--- src/rtl/noc_vc_output_mux.sv ---
// noc_vc_output_mux
// Output stage behind the per-VC input flit FIFOs of a local/internal router port.
// It picks one FIFO head per cycle by round-robin and drives a single registered,
// VC-tagged flit link. Flow control is credit-based against the next hop's per-VC
// FIFO, and per-VC head/tail framing is checked on every forwarded flit.
//
// Ports
//   noc_clk          clock, all logic on the rising edge
//   noc_rst          synchronous active-high reset
//   i_clear          synchronous soft clear, same effect as noc_rst
//   i_vc_valid       FIFO head valid per VC
//   i_vc_flit        FIFO head flits, VC c at bits [c*FLIT_WIDTH +: FLIT_WIDTH]
//   o_vc_pop         one-hot pop to the FIFOs (combinational grant)
//   o_valid          registered one-hot link valid, doubles as the VC tag
//   o_flit           registered link flit
//   i_credit_return  one-cycle pulse per flit freed downstream, per VC
//   o_credit_avail   per-VC credit count is non-zero
//   o_error          sticky framing / credit-overflow error
module noc_vc_output_mux #(
    parameter int unsigned CHANNELS   = 2,
    parameter int unsigned FLIT_WIDTH = 34,
    parameter int unsigned CREDITS    = 8
) (
    input  logic                           noc_clk,
    input  logic                           noc_rst,
    input  logic                           i_clear,
    input  logic [CHANNELS-1:0]            i_vc_valid,
    input  logic [CHANNELS*FLIT_WIDTH-1:0] i_vc_flit,
    output logic [CHANNELS-1:0]            o_vc_pop,
    output logic [CHANNELS-1:0]            o_valid,
    output logic [FLIT_WIDTH-1:0]          o_flit,
    input  logic [CHANNELS-1:0]            i_credit_return,
    output logic [CHANNELS-1:0]            o_credit_avail,
    output logic                           o_error
);

    localparam int unsigned CW = $clog2(CREDITS + 1);
    localparam int unsigned PW = (CHANNELS > 1) ? $clog2(CHANNELS) : 1;
    localparam logic [CW-1:0] CREDIT_MAX = CW'(CREDITS);
    localparam logic [PW-1:0] LAST_VC    = PW'(CHANNELS - 1);

    typedef enum logic {
        ST_IDLE   = 1'b0,
        ST_IN_PKT = 1'b1
    } vc_state_t;

    // Per-VC state
    logic [CW-1:0]         credit   [CHANNELS];
    vc_state_t             vc_state [CHANNELS];
    logic [PW-1:0]         rr_ptr;

    // Arbitration / datapath
    logic [FLIT_WIDTH-1:0] flit_arr [CHANNELS];
    logic [CHANNELS-1:0]   eligible;
    int unsigned           cand_w;
    logic [PW-1:0]         cand;
    logic                  grant_valid;
    logic [PW-1:0]         grant_idx;
    logic [FLIT_WIDTH-1:0] grant_flit;
    logic                  grant_head;
    logic                  grant_tail;
    logic                  frame_err;
    logic                  credit_err;

    // Unpack the flat head-flit bus and derive per-VC eligibility
    for (genvar c = 0; c < CHANNELS; c++) begin : g_vc
        assign flit_arr[c]       = i_vc_flit[c*FLIT_WIDTH +: FLIT_WIDTH];
        assign o_credit_avail[c] = (credit[c] != '0);
        assign eligible[c]       = i_vc_valid[c] && (credit[c] != '0);
    end

    // Round-robin search: first eligible VC at or after rr_ptr, wrapping around
    always_comb begin
        grant_valid = 1'b0;
        grant_idx   = '0;
        cand_w      = 0;
        cand        = '0;
        for (int unsigned k = 0; k < CHANNELS; k++) begin
            cand_w = 32'(rr_ptr) + k;
            if (cand_w >= CHANNELS) begin
                cand_w = cand_w - CHANNELS;
            end
            cand = PW'(cand_w);
            if (!grant_valid && eligible[cand]) begin
                grant_valid = 1'b1;
                grant_idx   = cand;
            end
        end
    end

    // One-hot pop straight from the grant so the FIFO advances this cycle
    always_comb begin
        o_vc_pop = '0;
        if (grant_valid) begin
            o_vc_pop[grant_idx] = 1'b1;
        end
    end

    assign grant_flit = flit_arr[grant_idx];
    assign grant_head = grant_flit[FLIT_WIDTH-1];
    assign grant_tail = grant_flit[FLIT_WIDTH-2];

    // Framing violation: body/tail with no open packet, or head inside a packet
    always_comb begin
        frame_err = 1'b0;
        if (grant_valid) begin
            if (vc_state[grant_idx] == ST_IDLE) begin
                frame_err = !grant_head;
            end else begin
                frame_err = grant_head;
            end
        end
    end

    // Credit return with no matching grant while already full is an overflow
    always_comb begin
        credit_err = 1'b0;
        for (int unsigned c = 0; c < CHANNELS; c++) begin
            if (i_credit_return[c] && !o_vc_pop[c] && (credit[c] == CREDIT_MAX)) begin
                credit_err = 1'b1;
            end
        end
    end

    // Link register, round-robin pointer, credits and framing state
    always_ff @(posedge noc_clk) begin
        if (noc_rst || i_clear) begin
            o_valid <= '0;
            o_flit  <= '0;
            o_error <= 1'b0;
            rr_ptr  <= '0;
            for (int unsigned c = 0; c < CHANNELS; c++) begin
                credit[c]   <= CREDIT_MAX;
                vc_state[c] <= ST_IDLE;
            end
        end else begin
            o_valid <= o_vc_pop;

            if (grant_valid) begin
                o_flit <= grant_flit;
                rr_ptr <= (grant_idx == LAST_VC) ? '0 : grant_idx + 1'b1;
                // Illegal flits still resync the state on their tail bit
                vc_state[grant_idx] <= grant_tail ? ST_IDLE : ST_IN_PKT;
            end

            // Grant and return in the same cycle cancel out
            for (int unsigned c = 0; c < CHANNELS; c++) begin
                case ({o_vc_pop[c], i_credit_return[c]})
                    2'b10: credit[c] <= credit[c] - 1'b1;
                    2'b01: begin
                        if (credit[c] != CREDIT_MAX) begin
                            credit[c] <= credit[c] + 1'b1;
                        end
                    end
                    default: ;
                endcase
            end

            if (frame_err || credit_err) begin
                o_error <= 1'b1;
            end
        end
    end

endmodule

--- config.mk ---
export PLATFORM = sky130hd
export DESIGN_NAME = noc_vc_output_mux
export DESIGN_NICKNAME = d
export VERILOG_FILES = /design/src/rtl/noc_vc_output_mux.sv
export SDC_FILE = /design/constraint.sdc
export NUM_CORES = 1
export LEC_CHECK = 0
export BUFFER_PORTS_ARGS = -buffer_cell sky130_fd_sc_hd__buf_2
export CORE_MARGIN = 2
export CORE_UTILIZATION = 50
export CTS_BUF_LIST = sky130_fd_sc_hd__clkbuf_16
export DETAILED_ROUTE_END_ITERATION = 8
export HOLD_SLACK_MARGIN = 0.12
export PLACE_DENSITY = 0.95
export RECOVER_POWER = 100
export SYNTH_ARGS = -nofsm -noshare
export SYNTH_HDL_FRONTEND = slang
export SYNTH_SLANG_ARGS = --single-unit
--- constraint.sdc ---
create_clock -name noc_clk -period 7.47 [get_ports noc_clk]
set_input_delay 0 -clock noc_clk [delete_from_list [all_inputs] [get_ports noc_clk]]
set_output_delay 0 -clock noc_clk [all_outputs]
set_load 0.01 [all_outputs]
### Yosys cells after proc, flatten, opt, wreduce, memory -nomap -nowiden

Memories as Yosys holds them, arrays and structs flattened.
Index checks and enable logic that the tools add are counted.

* bits in registers: 38
* RAM bits: 10
* output and inout bits: 41
* memories: 2

Memories
* credit: words 2, bits a word 4, read ports 2, clocked after memory_dff 0, wr ports 2, RTL line 48 `logic [CW-1:0] credit [CHANNELS];`
* vc_state: words 2, bits a word 1, read ports 1, clocked after memory_dff 0, wr ports 2, RTL line 49 `vc_state_t vc_state [CHANNELS];`

* add/sub/neg operators: 8
* order comparisons: 7
* equal/unequal tests: 8
* mux-type cells: 48
* bitwise gates (word level): 5
* reductions and logical operators: 17

Operator list (count)
* $mux W34: 3
* $mux W1: 39
* $mux W4: 4
* $add A4 B1 Y4 const B: 2
* $eq A4 B4 Y1 const B: 2
* $logic_and A1 B1 Y1: 8
* $ne A4 B4 Y1 const B: 2
* $reduce_bool A4 Y1: 2
* $sub A4 B1 Y4 const B: 2
* $lt A1 B2 Y1 const B: 3
* $eq A2 B1 Y1 const B: 2
* $eq A2 B2 Y1 const B: 2
* $ge A2 B2 Y1 const B: 2
* $logic_not A1 Y1: 4
* $or A1 B1 Y1: 4
* $add A1 B1 Y2 const B: 1
* $ge A1 B2 Y1 const B: 1
* $logic_or A1 B1 Y1: 2
* $mux W2: 1
* $not A1 Y2: 1
* $sub A1 B1 Y1 const B: 2
* $add A1 B1 Y1 const B: 1
* $demux W1 S1: 1
* $ge A1 B1 Y1 const B: 1
* $reduce_or A1 Y1: 1

### Depth between registers and ports, before layout

Gate-level depths: netlist of run 1.
An unclocked memory read counts as a cell.

* word-level depth: 20
* gate-level depth with buffers: 14
* depth with buffers taken out: 13

### Least setup slack after synthesis of run 1

No wires, ideal clock.

* path kind: reg-to-reg
* start point: mem credit[1][0] in the netlist's numbering
* end point: mem credit[0][3] in the netlist's numbering (data pin)
* arrival time: 2647 ps
* path slack: 4564 ps
* cell stages (with the launch flop): 15
* buffers on the path: 1
* cell sequence: edfxtp_1 inv_1 ha_1 or3b_1 buf_6 a31o_4 clkinv_4 a21oi_2 nand3_1 ha_1 a21o_1 a21oi_1 xor2_1 nand4_1 o31a_1

RTL lines (RTL line)
* from (decl): 48

==> results of run 1 <==
-- per-layer routing --
metal | global-route usage | part of all wire
met5 | 0 | 0
met4 | 0.234 | 0.064
met3 | 0.0854 | 0.082
met2 | 0.630 | 0.52
met1 | 0.337 | 0.33
-- cells in the final DEF, fill, tap and decap left out, drive strengths merged, types with 6 or more instances in the layout --
master / count
clkbuf: 44
nand2: 70
o21ai: 6
dlygate4sd3: 73
nor2: 37
buf: 77
edfxtp: 10
a21oi: 11
a311oi: 34
dfxtp: 38
inv: 8
-- state kept, by name, summed over array words and instances (netlist names) --
register,count
o_flit,34
credit,8
o_valid,2
vc_state,2
o_error,1
rr_ptr,1
-- critical path: stages (launching register included) --
cell and delay (ps):
edfxtp_1 490, inv_1 130, ha_1 260, or3b_1 520
o311ai_4 260, clkbuf_1 1210, inv_1 970, nand2_1 290
a311oi_1 140, dlygate4sd3_1 690
-- worst paths after layout --
check | from | end | slack (ps) | cells after the start
max reg2reg | credit[1][0] | o_flit[26] | 2380 | 9
max | credit[1][0] | o_flit[26] | 2380 | 9
min | i_clear | vc_state[0] | 170 | 3
min reg2reg | o_error | o_error | 510 | 1
-- cells by family after synthesis --
| family | count (synthesis) |
|---|---|
| mux | 2 |
| compound gates | 69 |
| xor+xnor | 6 |
| simple gates | 127 |
| fa+ha+maj | 5 |
| flops | 48 |
| buf+inv | 31 |
-- cell usage after synthesis (2+ instances only) --
| master | number | share of area |
|---|---|---|
| nor2_1 | 36 | 0.054 |
| nand3_1 | 3 | 0.0060 |
| o21ai_1 | 4 | 0.0080 |
| inv_1 | 5 | 0.0075 |
| buf_6 | 3 | 0.014 |
| a311oi_1 | 34 | 0.12 |
| xor2_1 | 5 | 0.018 |
| o21ai_0 | 2 | 0.0040 |
| buf_2 | 8 | 0.016 |
| or3b_1 | 2 | 0.0070 |
| a211oi_1 | 2 | 0.0060 |
| buf_1 | 2 | 0.0030 |
| nor3_1 | 4 | 0.0080 |
| edfxtp_1 | 10 | 0.12 |
| nand2_1 | 70 | 0.11 |
| a21oi_1 | 10 | 0.020 |
| o211ai_1 | 2 | 0.0060 |
| nand4_1 | 2 | 0.0050 |
| dfxtp_1 | 38 | 0.31 |
| clkbuf_1 | 11 | 0.017 |
| ha_1 | 4 | 0.020 |
| o31a_1 | 3 | 0.011 |
-- power groups by stage --
stage	registers (W)	logic (W)	clock network (W)
floorplan	0.000309	0.0000959	0
global placement	0.000306	0.000145	0
detailed placement	0.000307	0.000149	0
CTS	0.000301	0.000181	0.000219
global route	0.000305	0.000202	0.000230
finish	0.000303	0.000188	0.000222
-- per-stage QoR --
stage / hold WS [ps] / utilization / std cells / cell area [um^2]
2_1_floorplan: 115 / - / 288 / 2490
3_3_place_gp: 263 / 0.641 / 447 / 3050
3_5_place_dp: 271 / 0.641 / 447 / 3050
4_1_cts: 126 / 0.824 / 528 / 3920
5_1_grt: 202 / 0.806 / 528 / 3830
6_report: 174 / 0.806 / 528 / 3830
-- area by class of cell --
type	count	area (um^2)
repair buffers	189	1260
fillers	295	925
inverters	7	27.5
clock buffers	5	125
multi-input cells	209	1250
well taps	67	83.8
clock inverters	3	16.3
flip-flops and latches	48	1060
==> results by group, run 1 <==
Synth
  – Yosys Warn Count: 0
  – Synth Area in Compound Gates: 0.233
  – Number of synthesized flops with an enable pin: 10
  – Largest family of logic cells by synthesized area: compound AO/OA/AOI/OAI gates
  – Post-Syn Area per Cell: 8.64 um^2
  – Post-synthesis mux area share: 0.00855
  – Ys async rst share: 0
  – Xor/xnor share of the synthesized area: 0.0211
  – Top_reg_cell synth: dfxtp_1
  – Register area share after synthesis: 0.426
  – Cell Area, Synth: 2490 um^2
  – Count of different cell masters after synthesis: 50
  – Synth Register Bits: 48
  – Mapped Cells: 288
  – Simple logic cell fraction of the synthesized area: 0.221
  – Syn nets: 368
  – Adder-cell area share of the yosys netlist: 0.0282

Timing
  – F_max: 196 MHz
  – Worst slew margin relative to its limit: -0.0548
  – Final min period: 5090 ps
  – Hold Vio Cnt, Final: 0
  – RSZ-0062 raised after global routing: false
  – Setup violations, final: 0
  – Worst slew pin tran: 1580 ps
  – Final Skew: 10.5 ps
  – PnR worst setup slack: 2380 ps
  – Final period utilization: 0.682
  – Final TNS setup: 0 ps
  – Max Slew Vio Count: 37

Detailed routing
  – Remaining antenna violation count: 0
  – DRT Pass-1 Iters: 5
  – Iter 0 DRT Violations: 223
  – Wire per inst: 18.2 um
  – Remaining DRCs: 0
  – Routed WL: 9.62 mm
  – Via count: 3143
  – DR vias/cell: 5.95

Worst setup path
  – Data required time of the worst path: 7640 ps
  – Startpoint Class: flip-flop
  – Critical path arrival: 5260 ps
  – Setup CP Type: reg -> reg
  – Critical Path Fanout Max: 36
  – Critical Path End Type: flip-flop

Power and ir drop
  – Int Power: 0.000493 W
  – Pwr Total: 0.000713 W
  – Clock Power Share: 0.311
  – Power Density: 186 nW/um^2
  – Sw power: 0.000221 W
  – Seq pwr share: 0.425
  – Gate power share: 0.263
  – Leak: 1.71 nW
  – Maximum vdd ir drop: 145 uV
  – Switching Fraction: 0.310

Clock network
  – Sink Count: 48
  – H-Tree Level Count: 2
  – Post-CTS Setup Inserts: 0
  – Reg clk slew, reported paths: 70 ps
  – Clock insertion delay at the later pin of the skew report: 290 ps
  – CTS tree: yes
  – Post-CTS Hold Fix Bufs: 73
  – CTS resizes: 0
  – Clock buffer depth: 2
  – Root Driver: clkbuf_16
  – Num CTS Buffers: 5

Global route
  – Grt total ovfl: 0
  – Largest net degree at the start of global routing: 68
  – Initial antenna violation count: 0
  – Vias in the first global route: 3096
  – Wire length of the first global-routing pass: 14.4 mm
  – GRT Util Overall: 0.344

Flow run
  – Max-Cap Viols: 1

Min path
  – Hold Path Class: in -> reg

Floorplanning
  – Core ar.: 4750 um^2
  – Number of top-level pins: 116
  – Rows: 25
  – Starting Density: 0.523
  – Full die area: 5560 um^2
  – DIE HEIGHT: 74.6 um
  – Die Width: 74.6 um

Finish
  – Area growth, synth to finish: 53.9%
  – Layout cells sized above 1: 0.195
  – Post-layout nets: 540
  – ANT cells: 0

Place
  – GPL Wtd Cong: 0.904
  – Post-DP HPWL: 4.52 mm
  – Port Buffers: 115
  – Worst slack, placed: 4300 ps

Outcome
  – Failing checks: capacitance limit, slew limit
  – Status: finished, violations left
(Power assumes the default switching activity.)
==> run 2, diff against run 1 <==
Settings changed: ABC_AREA set to 1, CORE_UTILIZATION 50 to 47, PLACE_DENSITY 0.95 to 0.91.
Clock period 7.47 ns to 5 ns, I/O delays scaled along.
==> results by group, run 2 <==
Outcome
  – Status: finished clean

Timing
  – Worst slew pin tran: 1310 ps
  – Max Slew Vio Count: 0
  – RSZ-0062 raised after global routing: false
  – F_max: 303 MHz
  – Final period utilization: 0.660
  – PnR worst setup slack: 1700 ps
  – Final TNS setup: 0 ps
  – Worst slew margin relative to its limit: 0.128
  – Final min period: 3300 ps
  – Min Hold Slack: 146 ps
  – Setup violations, final: 0
  – Hold Vio Cnt, Final: 0
  – Final Skew: 5.13 ps

Detailed routing
  – Remaining antenna violation count: 0
  – DR vias/cell: 4.98
  – Routed WL: 7.76 mm
  – Remaining DRCs: 0
  – Wire per inst: 13.4 um
  – Iter 0 DRT Violations: 144
  – Via count: 2881
  – DRT Pass-1 Iters: 5

Global route
  – GRT Util Overall: 0.253
  – Vias in the first global route: 2803
  – Wire length of the first global-routing pass: 12.2 mm
  – Largest net degree at the start of global routing: 70
  – Initial antenna violation count: 0
  – Grt total ovfl: 0

Finish
  – Fillers: 416
  – Biggest regs: o_flit (34), credit (8)
  – Top reg by flops: o_flit
  – Max reg flops: 34
  – Layout cells sized above 1: 0.191
  – Post-layout nets: 588
  – Commonest non-fill, non-tap cell in the layout: nand2_1
  – Cell area after layout: 3890 um^2
  – Most frequent cells in the layout: 96 x nand2_1, 76 x buf_2, 68 x dlygate4sd3_1, 46 x inv_1, 46 x nand3_1
  – ANT cells: 0
  – Area growth, synth to finish: 50.9%

Floorplanning
  – Full die area: 6100 um^2
  – Number of top-level pins: 116
  – Core ar.: 5200 um^2
  – Starting Density: 0.496
  – Rows: 26
  – DIE HEIGHT: 78.1 um
  – Die Width: 78.1 um

Synth
  – Synth Area in Compound Gates: 0.112
  – Synth Register Bits: 48
  – Top cells by area, synth: dfxtp_1 29%, nand2_1 13%, edfxtp_1 12%
  – Number of synthesized flops with an enable pin: 10
  – Yosys Warn Count: 0
  – Post-Syn Area per Cell: 7.70 um^2
  – Mapped Cells: 335
  – Share of Yosys cell area claimed by the top area cell type: 0.295
  – Commonest cells post-synth: 91 x nand2_1, 46 x inv_1, 43 x nand3_1
  – Xor/xnor share of the synthesized area: 0.0238
  – Register area share after synthesis: 0.411
  – Largest family of logic cells by synthesized area: simple AND/OR/NAND/NOR gates
  – Synth area leader: dfxtp_1
  – Top_reg_cell synth: dfxtp_1
  – Top-count cell post-synth: nand2_1
  – Ys async rst share: 0
  – Count of different cell masters after synthesis: 32
  – Post-synthesis mux area share: 0
  – Syn nets: 415
  – Simple logic cell fraction of the synthesized area: 0.304
  – Adder-cell area share of the yosys netlist: 0.0272
  – Cell Area, Synth: 2580 um^2

Clock network
  – Clock insertion delay at the later pin of the skew report: 280 ps
  – Post-CTS Setup Inserts: 0
  – Reg clk slew, reported paths: 60 ps
  – CTS resizes: 0
  – Num CTS Buffers: 5
  – Sink Count: 48
  – Clock buffer depth: 2
  – H-Tree Level Count: 2
  – CTS tree: yes
  – Root Driver: clkbuf_16

Worst setup path
  – Critical Path Fanout Max: 44
  – Startpoint Class: flip-flop
  – Critical path arrival: 3330 ps
  – Critical Path End Type: flip-flop
  – Data required time of the worst path: 5030 ps
  – Setup CP Type: reg -> reg

Place
  – Port Buffers: 115
  – Dpl cell area: 3140 um^2
  – GPL Wtd Cong: 0.823
  – Post-DP HPWL: 4.29 mm
  – Worst slack, placed: 2230 ps

Power and ir drop
  – Maximum vdd ir drop: 200 uV
  – Leak: 1.99 nW
  – Power Density: 287 nW/um^2

Min path
  – Hold Path Class: in -> reg

Flow run
  – Max-Cap Viols: 0
run 2: cell count changes in the layout (fill, tap and decap cells not counted), sizes merged, moves of 3 or more:
cell / before / now
nor2: 37 / 11
dlygate4sd3: 73 / 68
o21ai: 6 / 3
nand3: 3 / 46
o31a: 3 / 0
o211ai: 2 / 33
a311oi: 34 / 0
nand2: 70 / 98
inv: 8 / 53
a21oi: 11 / 3
run 2: timing repair:
action,4_1_cts,5_1_grt
hold endpoints to repair,36,0
hold buffers,68,0
endpoints found under the setup margin,0,0
run 2: power by group:
part           switching [W]  internal (W)  leakage [nW]
registers          0.0000195      0.000425         0.418
clock network       0.000143      0.000237        0.0840
logic               0.000150      0.000142          1.49
total               0.000313      0.000804          1.99
run 2: worst paths after layout:
check | cells past startpoint | startpoint | to | slack [ps]
worst max register to register | 12 | credit[0][0] | credit[0][3] | 1700
worst max-delay path | 12 | credit[0][0] | credit[0][3] | 1700
worst min-delay path | 6 | i_vc_flit[33] | o_error | 150
worst min register to register | 2 | rr_ptr | rr_ptr | 490
run 2: cell families after synthesis:
group           Yosys count
flops                    48
compound gates           40
xor+xnor                  7
buf+inv                  71
fa+ha+maj                 5
simple gates            164
run 2: per-layer routing:
layer	wire, um	vias up	global-route usage
met3	428	36	0.0575
li1	-	1434	-
met4	357	0	0.144
met2	4050	122	0.484
met1	2920	1289	0.248
met5	0	-	0
run 2: worst max-delay path, cell delays in order, from the launching register on:
cell	delay [ps]
edfxtp_1	460
nor2_1	250
nand2_1	140
nand3_1	280
nand2_8	260
nand2_1	250
nand3_1	260
ha_1	450
a21oi_1	160
nand2_1	80
xnor2_1	190
xor2_1	180
nand2_1	70
run 2: through the flow:
step	power, W	cells	utilization
floorplan	0.000610	335	-
global placement	0.000672	503	0.604
detailed placement	0.000681	503	0.604
CTS	0.00113	579	0.768
global route	0.00118	579	0.748
finish	0.00112	579	0.748
run 2: cell type report:
cell class	instances	area [um^2]	area share
clock buffers	5	125	0.0321
repair buffers	184	1210	0.311
inverters	53	204	0.0524
clock inverters	3	47.5	0.0122
multi-input cells	216	1150	0.297
well taps	70	87.6	0.0225
flip-flops and latches	48	1060	0.273
==> run 3, diff against run 2 <==
Clock period 5 ns to 3.2 ns, I/O delays scaled along.
==> results by group, run 3 (synthesis results as in run 2) <==
Timing
  – Final min period: 2800 ps
  – Max Slew Vio Count: 0
  – Final Skew: 4.05 ps
  – F_max: 357 MHz
  – Min Hold Slack: 116 ps
  – PnR worst setup slack: 401 ps
  – Final period utilization: 0.875
  – Worst slew pin tran: 671 ps
  – Final TNS setup: 0 ps
  – RSZ-0062 raised after global routing: false
  – Worst slew margin relative to its limit: 0.553
  – Setup violations, final: 0
  – Hold Vio Cnt, Final: 0

Clock network
  – CTS resizes: 0
  – H-Tree Level Count: 2
  – Clock buffer depth: 2
  – Reg clk slew, reported paths: 70 ps
  – Num CTS Buffers: 5
  – Post-CTS Hold Fix Bufs: 67
  – Post-CTS Setup Inserts: 0
  – CTS tree: yes
  – Root Driver: clkbuf_16
  – Clock insertion delay at the later pin of the skew report: 290 ps
  – Sink Count: 48

Place
  – Worst slack, placed: 449 ps
  – GPL Wtd Cong: 0.877
  – Dpl cells: 504
  – Port Buffers: 115
  – Post-DP HPWL: 4.35 mm

Detailed routing
  – Wire per inst: 13.9 um
  – Remaining antenna violation count: 0
  – DR vias/cell: 5.09
  – Iter 0 DRT Violations: 185
  – Routed WL: 8.04 mm
  – Remaining DRCs: 0
  – Via count: 2950
  – DRT Pass-1 Iters: 5

Finish
  – Biggest regs: o_flit (34), credit (8)
  – Fillers: 393
  – Non-filler cells, final: 579
  – Most frequent cells in the layout: 94 x nand2_1, 76 x buf_2, 67 x dlygate4sd3_1, 46 x inv_1, 44 x nand3_1
  – Post-layout nets: 588
  – Layout cells sized above 1: 0.193
  – Register Area: 1060 um^2
  – Max reg flops: 34
  – Area occupied by multi-input gates: 1190 um^2
  – Top reg by flops: o_flit
  – Area growth, synth to finish: 51.1%
  – Commonest non-fill, non-tap cell in the layout: nand2_1
  – ANT cells: 0

Global route
  – GRT Util Overall: 0.268
  – Initial antenna violation count: 0
  – Vias in the first global route: 2941
  – Wire length of the first global-routing pass: 12.9 mm
  – Largest net degree at the start of global routing: 70
  – Grt total ovfl: 0

Worst setup path
  – Critical path arrival: 2840 ps
  – R2r setup slk: 400 ps
  – Critical Path Fanout Max: 44
  – Critical Path Start: credit[1][0]
  – Cell with the largest stage delay on the worst path: edfxtp_1
  – CP most frequent cell: nand2_1
  – R2R depth: 14
  – Critical Path End Type: flip-flop
  – Data required time of the worst path: 3240 ps
  – Worst setup path endpoint: credit[0][3]
  – CP max stage delay: 420 ps
  – Startpoint Class: flip-flop
  – Setup CP Type: reg -> reg
  – Worst flop-to-flop path startpoint: credit[1][0]
  – R2R Path End: credit[0][3]
  – Critical-path cell list: inv_1, ha_1, nand2_1, nand2_1, inv_4, nand2_8, nand2_4, nand3_4, ha_1, a21oi_1, nand2_1, xnor2_1, xor2_1, nand2_1

Floorplanning
  – Full die area: 6100 um^2
  – Number of top-level pins: 116
  – Starting Density: 0.496
  – DIE HEIGHT: 78.1 um
  – Core ar.: 5200 um^2
  – Die Width: 78.1 um
  – Rows: 26

Power and ir drop
  – Pwr Total: 0.00168 W
  – Power Density: 431 nW/um^2
  – Maximum vdd ir drop: 271 uV
  – Leak: 1.97 nW

Min path
  – Hold Path Class: in -> reg

Outcome
  – Status: finished clean

Flow run
  – Max-Cap Viols: 0
[run 3: worst max-delay path: cells and delay by family (launching register included)]
kind / cells / cell delay (ps)
compound gates: 1 / 170
buf+inv: 2 / 210
simple gates: 7 / 850
flops: 1 / 420
xor+xnor: 2 / 340
fa+ha+maj: 2 / 580
[run 3: worst min path at each step]
stage | startpoint | to | slack [ps] | cells after the start
after global placement | i_vc_flit[66] | vc_state[1] | 310 | 2
after detailed placement | i_vc_flit[66] | vc_state[1] | 320 | 2
after floorplan | i_vc_flit[32] | o_flit[32] | 170 | 2
after CTS | i_vc_flit[33] | o_error | 120 | 6
after global routing | i_vc_flit[33] | o_error | 160 | 6
final | i_vc_flit[33] | o_error | 120 | 6
[run 3: layer usage]
metal | global-route usage | wire length [um] | vias to the layer above
met5 | 0 | 0 | -
met4 | 0.130 | 291 | 0
met3 | 0.0609 | 508 | 30
met2 | 0.513 | 4310 | 141
met1 | 0.271 | 2930 | 1339
li1 | - | - | 1440
[run 3: cell type report]
type | instances | share of cell area
clock buffers | 5 | 0.0321
clock inverters | 3 | 0.00449
inverters | 53 | 0.0523
multi-input cells | 216 | 0.305
flip-flops and latches | 48 | 0.272
well taps | 70 | 0.0225
repair buffers | 184 | 0.311
[run 3: power breakdown]
group | internal (W) | switching (W) | total [W]
clock | 0.000289 | 0.000230 | 0.000518
combinational | 0.000224 | 0.000241 | 0.000465
sequential | 0.000664 | 0.0000314 | 0.000696
[run 3: through the flow]
| stage | instance area, um^2 | util |
|---|---|---|
| 3_3_place_gp | 3150 | 0.605 |
| 6_report | 3900 | 0.749 |
| 5_1_grt | 3900 | 0.749 |
| 4_1_cts | 3960 | 0.762 |
| 3_5_place_dp | 3150 | 0.605 |
| 2_1_floorplan | 2580 | - |
